File: config.mk
export PLATFORM = sky130hd
export DESIGN_NAME = pipe_stage_reg
export DESIGN_NICKNAME = d
export VERILOG_FILES = /design/src/rtl/pipe_stage_reg.sv
export SDC_FILE = /design/constraint.sdc
export NUM_CORES = 1
export LEC_CHECK = 0
export ABC_CLOCK_PERIOD_IN_PS = 2000
export CAP_MARGIN = 40
export CORE_UTILIZATION = 49
export DETAILED_ROUTE_END_ITERATION = 12
export GPL_ROUTABILITY_DRIVEN = 0
export PLACE_DENSITY = 0.8
export REMOVE_ABC_BUFFERS = 1
export SYNTH_ARGS = -nofsm -noshare
export SYNTH_HDL_FRONTEND = slang
export SYNTH_SLANG_ARGS = --single-unit
File: constraint.sdc
create_clock -name clk -period 2 [get_ports clk]
set_clock_uncertainty 0.15 [all_clocks]
set_input_delay 0.4 -clock clk [delete_from_list [all_inputs] [get_ports clk]]
set_output_delay 0.4 -clock clk [all_outputs]
set_load 0.03 [all_outputs]
File: src/rtl/pipe_stage_reg.sv
// Pipeline stage register: control+data under valid/ready, optional 2-entry skid buffer, bubble counter.
// One-cycle latency; SKID=1 registers in_ready off skid occupancy, SKID=0 passes out_ready through.
module pipe_stage_reg #(
  parameter int CTRL_W = 8,
  parameter int DATA_W = 96,
  parameter int SKID   = 1,
  parameter int CNT_W  = 16
) (
  input  logic              clk,
  input  logic              reset,
  input  logic              flush,
  input  logic              in_valid,
  output logic              in_ready,
  input  logic [CTRL_W-1:0] in_ctrl,
  input  logic [DATA_W-1:0] in_data,
  output logic              out_valid,
  input  logic              out_ready,
  output logic [CTRL_W-1:0] out_ctrl,
  output logic [DATA_W-1:0] out_data,
  output logic [CNT_W-1:0]  bubble_cnt
);

  localparam logic [CNT_W-1:0] CNT_MAX = '1;

  logic              main_vld;
  logic [CTRL_W-1:0] main_ctrl;
  logic [DATA_W-1:0] main_data;
  logic              skid_vld;
  logic [CTRL_W-1:0] skid_ctrl;
  logic [DATA_W-1:0] skid_data;
  logic              accept;
  logic              emit;

  always_comb begin
    if (SKID != 0) begin
      in_ready = ~skid_vld & ~flush;
    end else begin
      in_ready = (out_ready | ~main_vld) & ~flush;
    end
  end

  assign accept    = in_valid & in_ready;
  assign emit      = main_vld & out_ready;
  assign out_valid = main_vld;
  assign out_ctrl  = main_ctrl;
  assign out_data  = main_data;

  // Control is cleared whenever main goes empty so out_ctrl is always a bubble when invalid.
  always_ff @(posedge clk) begin
    if (reset) begin
      main_vld  <= 1'b0;
      main_ctrl <= '0;
      main_data <= '0;
    end else if (flush) begin
      main_vld  <= 1'b0;
      main_ctrl <= '0;
    end else if (emit | ~main_vld) begin
      if ((SKID != 0) && skid_vld) begin
        main_vld  <= 1'b1;
        main_ctrl <= skid_ctrl;
        main_data <= skid_data;
      end else if (accept) begin
        main_vld  <= 1'b1;
        main_ctrl <= in_ctrl;
        main_data <= in_data;
      end else begin
        main_vld  <= 1'b0;
        main_ctrl <= '0;
      end
    end
  end

  // Skid only fills when main is stalled; an emit always drains it into main.
  always_ff @(posedge clk) begin
    if (reset) begin
      skid_vld  <= 1'b0;
      skid_ctrl <= '0;
      skid_data <= '0;
    end else if (flush) begin
      skid_vld <= 1'b0;
    end else if (SKID != 0) begin
      if (main_vld & ~emit & accept) begin
        skid_vld  <= 1'b1;
        skid_ctrl <= in_ctrl;
        skid_data <= in_data;
      end else if (emit) begin
        skid_vld <= 1'b0;
      end
    end
  end

  always_ff @(posedge clk) begin
    if (reset) begin
      bubble_cnt <= '0;
    end else if (~main_vld && (bubble_cnt != CNT_MAX)) begin
      bubble_cnt <= bubble_cnt + 1'b1;
    end
  end

endmodule

==> metrics, run 1 <==
outcome=completed; Synth Flop Type=dfxtp_1; Post-Route M1 WL=9990 um; Avg Inst Size Synth=8.75 um^2; area growth from synthesis to layout=38.5%; ANT cells=0; critical path capture point type=register; height of the die=137 um; WL/cell=15.5 um; Iter 0 DRT Violations=452; internal power=0.00753 W; switching pwr=0.00250 W; Slowest cell on crit path=or4_2; fin. max-slew vios=0; core area=17900 um^2; Layout Nets=1361; highest metal used=met4; H-tree levels=1; Yosys reg bits=226; Gate power share=0.125; WL final=23100 um; via count=8105; post-route ant nets=0; die area=18800 um^2; setup slack, reg-to-reg=30 ps; Port Buffers=230; GRT Residual Overflow=0; Synth Instances=1023; clk slew on worst S/H paths=60 ps; path depth of the worst reg2reg path=7; r2r endpoint=bubble_cnt[3]$_SDFFE_PP0P_; Slew headroom=0.635; vias in the first global route=7640; IO Count=231; largest family of logic cells by synthesized area=simple AND/OR/NAND/NOR gates; slowest cell delay on critical path=530 ps; Post-synth EDFFs=0; met2 WL=10900 um; mux cell area share after synthesis=0.110; PD cells=809 nW/um^2; final setup vio count=0; DP HPWL=15500 um; CP Depth=7; TritonCTS clock tree=built; critical path's top delay family=simple AND/OR/NAND/NOR gates; maximum clock frequency=508 MHz; largest net degree at the start of global routing=103; Layout Utilization=0.692; top cells by area, synth=dfxtp_1 51%, mux2i_1 11%, nand2_1 9.0%, a211oi_1 8.1%, a21oi_1 6.5%; Initial Util=0.500; largest buffer count on any clock path=3; Setup crit start kind=register; share of cells above drive strength 1=0.0872; number of vias per cell=5.44; period utilization=0.985; FF-to-FF Start=bubble_cnt[0]$_SDFFE_PP0P_; root buffer cell=clkbuf_16; initial antenna violation count=0; clock share of power=0.402; Seq/Total Area, Yosys=0.506; Synth Area in Adders=0.00140; RSZ-0062 raised after global routing=yes; Placement Setup Slack=-168 ps; worst setup path endpoint=bubble_cnt[3]$_SDFFE_PP0P_; post-synthesis xor/xnor area fraction=0; first-pass GRT wire length=36700 um; Commonest cells post-synth=226 x dfxtp_1, 215 x nand2_1, 116 x a21oi_1; HP Class=in2reg; Buf/Inv on CP=2; drt pass-1 iters=5; Worst Path Max Fanout=7; Yosys top cell area share=0.506; # DRC=0; Least-Margin Pin Slew=547 ps; Worst-Skew Late Latency=500 ps; gr usage total=0.244; Synth Area in Simple Gates=0.172; Synth async-reset ratio=0; Seq pwr share=0.473; largest area contributor in the netlist=dfxtp_1; die width=137 um; final worst slack=30.7 ps; post-synth cell types=44; synthesized cell area=8950 um^2; Critical Path Most Common Cell=buf_4; final hold violations=0; Synth Area in Compound Gates=0.167; # rows=49; VDD IR-drop max=0.000607 V; Critical Path Source=bubble_cnt[0]$_SDFFE_PP0P_; Num CTS Buffers=23; minimum clock period=1970 ps; # hold bufs at CTS=0; Worst EP arrival=2260 ps; Num Clock Sinks=226; Sw Ratio=0.249; Yosys Warn Count=0; MaxCap Viol Count=0; leakage=4.70 nW; CP Class=reg2reg; WP data required=2290 ps; Detail Route met3 WL=1610 um; most instantiated library cell after synthesis=dfxtp_1; Critical Path, Cell by Cell=ha_1 -> nand4_1 -> nor4_4 -> buf_4 -> buf_4 -> or4_2 -> a21oi_1
## metal layers
layer	vias to the layer above	GRT usage
met5	-	0
met4	0	0.0830
li1	4003	-
met2	247	0.407
met3	48	0.0474
met1	3807	0.313
## how the worst min path moves through the flow
stage	slack [ps]	cells after the start	end	startpoint
after floorplan	280	2	skid_data[0]$_SDFFE_PP0P_	skid_data[0]$_SDFFE_PP0P_
after global placement	290	2	skid_data[95]$_SDFFE_PP0P_	skid_data[95]$_SDFFE_PP0P_
after detailed placement	300	2	skid_data[36]$_SDFFE_PP0P_	skid_data[36]$_SDFFE_PP0P_
after CTS	100	2	skid_data[44]$_SDFFE_PP0P_	reset
after global routing	110	2	skid_data[88]$_SDFFE_PP0P_	reset
final	110	2	skid_data[68]$_SDFFE_PP0P_	reset
## logic make-up after synthesis
group,count (synthesis)
AOI/OAI and AO/OA,237
adders and majority gates,1
buffers and inverters,90
DFF,226
muxes,98
and+or+nand+nor,371
## timing repair
item	4_1_cts	5_1_grt
resized for setup	123	1
setup endpoints to repair	122	8
buffers inserted	0	4
pin swaps	0	1
## metrics by stage
stage                     hold WS, ps  instance area (um^2)  total power (W)  TNS, ps  cells
after detailed placement          296                 11800          0.00620   -18740   1451
final                             110                 12400           0.0100        0   1491
after global routing              111                 12400           0.0104    -39.7   1491
after global placement            291                 11800          0.00617   -10290   1451
after CTS                        96.7                 12400           0.0101        0   1487
after floorplan                   280                  8570          0.00543  -900750    937
## registers in the layout (all words and copies together) (netlist names)
register / count
out_data: 96
skid_data: 96
bubble_cnt: 16
out_ctrl: 8
skid_ctrl: 8
out_valid: 1
skid_vld: 1
## cells in the final DEF, fill, tap and decap left out, drive strengths merged, types with 8 or more instances in the layout
master	n
a221oi	8
dlygate4sd2	121
nor3	11
buf	61
nand2	215
clkdlybuf4s50	107
clkbuf	28
dfxtp	226
mux2i	97
a21oi	116
nor2	112
a211oi	97
## worst register-to-register path: cells and delay by family, from the launching register on
kind | cells | cell delay (ps)
AO/OA/AOI/OAI | 1 | 150
buffers and inverters | 2 | 300
adder cells (fa/ha/maj) | 1 | 220
flip-flops | 1 | 310
AND/OR/NAND/NOR | 3 | 770
## power groups by stage
stage | Sequential (W) | Clock [W] | Combinational (W)
finish | 0.00474 | 0.00403 | 0.00126
global route | 0.00476 | 0.00429 | 0.00136
CTS | 0.00474 | 0.00410 | 0.00126
detailed placement | 0.00484 | 0 | 0.00136
global placement | 0.00484 | 0 | 0.00133
floorplan | 0.00512 | 0 | 0.000318
## cell type report
class / instances / area, um^2
Clock inverter: 8 / 71.3
Tap cell: 229 / 287
Inverter: 4 / 15.0
Timing Repair Buffer: 289 / 2810
Multi-Input combinational cell: 707 / 4060
Sequential cell: 226 / 4530
Clock buffer: 28 / 624
Fill cell: 1448 / 5510
Note: power is estimated with default switching activity, not from simulation.
==> run 2, diff against run 1 <==
--- a/config.mk
+++ b/config.mk
@@ -8,10 +8,12 @@
 export ABC_CLOCK_PERIOD_IN_PS = 2000
 export CAP_MARGIN = 40
 export CORE_UTILIZATION = 49
+export CTS_CLUSTER_SIZE = 25
 export DETAILED_ROUTE_END_ITERATION = 12
 export GPL_ROUTABILITY_DRIVEN = 0
 export PLACE_DENSITY = 0.8
 export REMOVE_ABC_BUFFERS = 1
+export SLEW_MARGIN = 20
 export SYNTH_ARGS = -nofsm -noshare
 export SYNTH_HDL_FRONTEND = slang
 export SYNTH_SLANG_ARGS = --single-unit
==> results of run 2 <==
No change in the layout: final DEF, timing and power equal those of run 1.
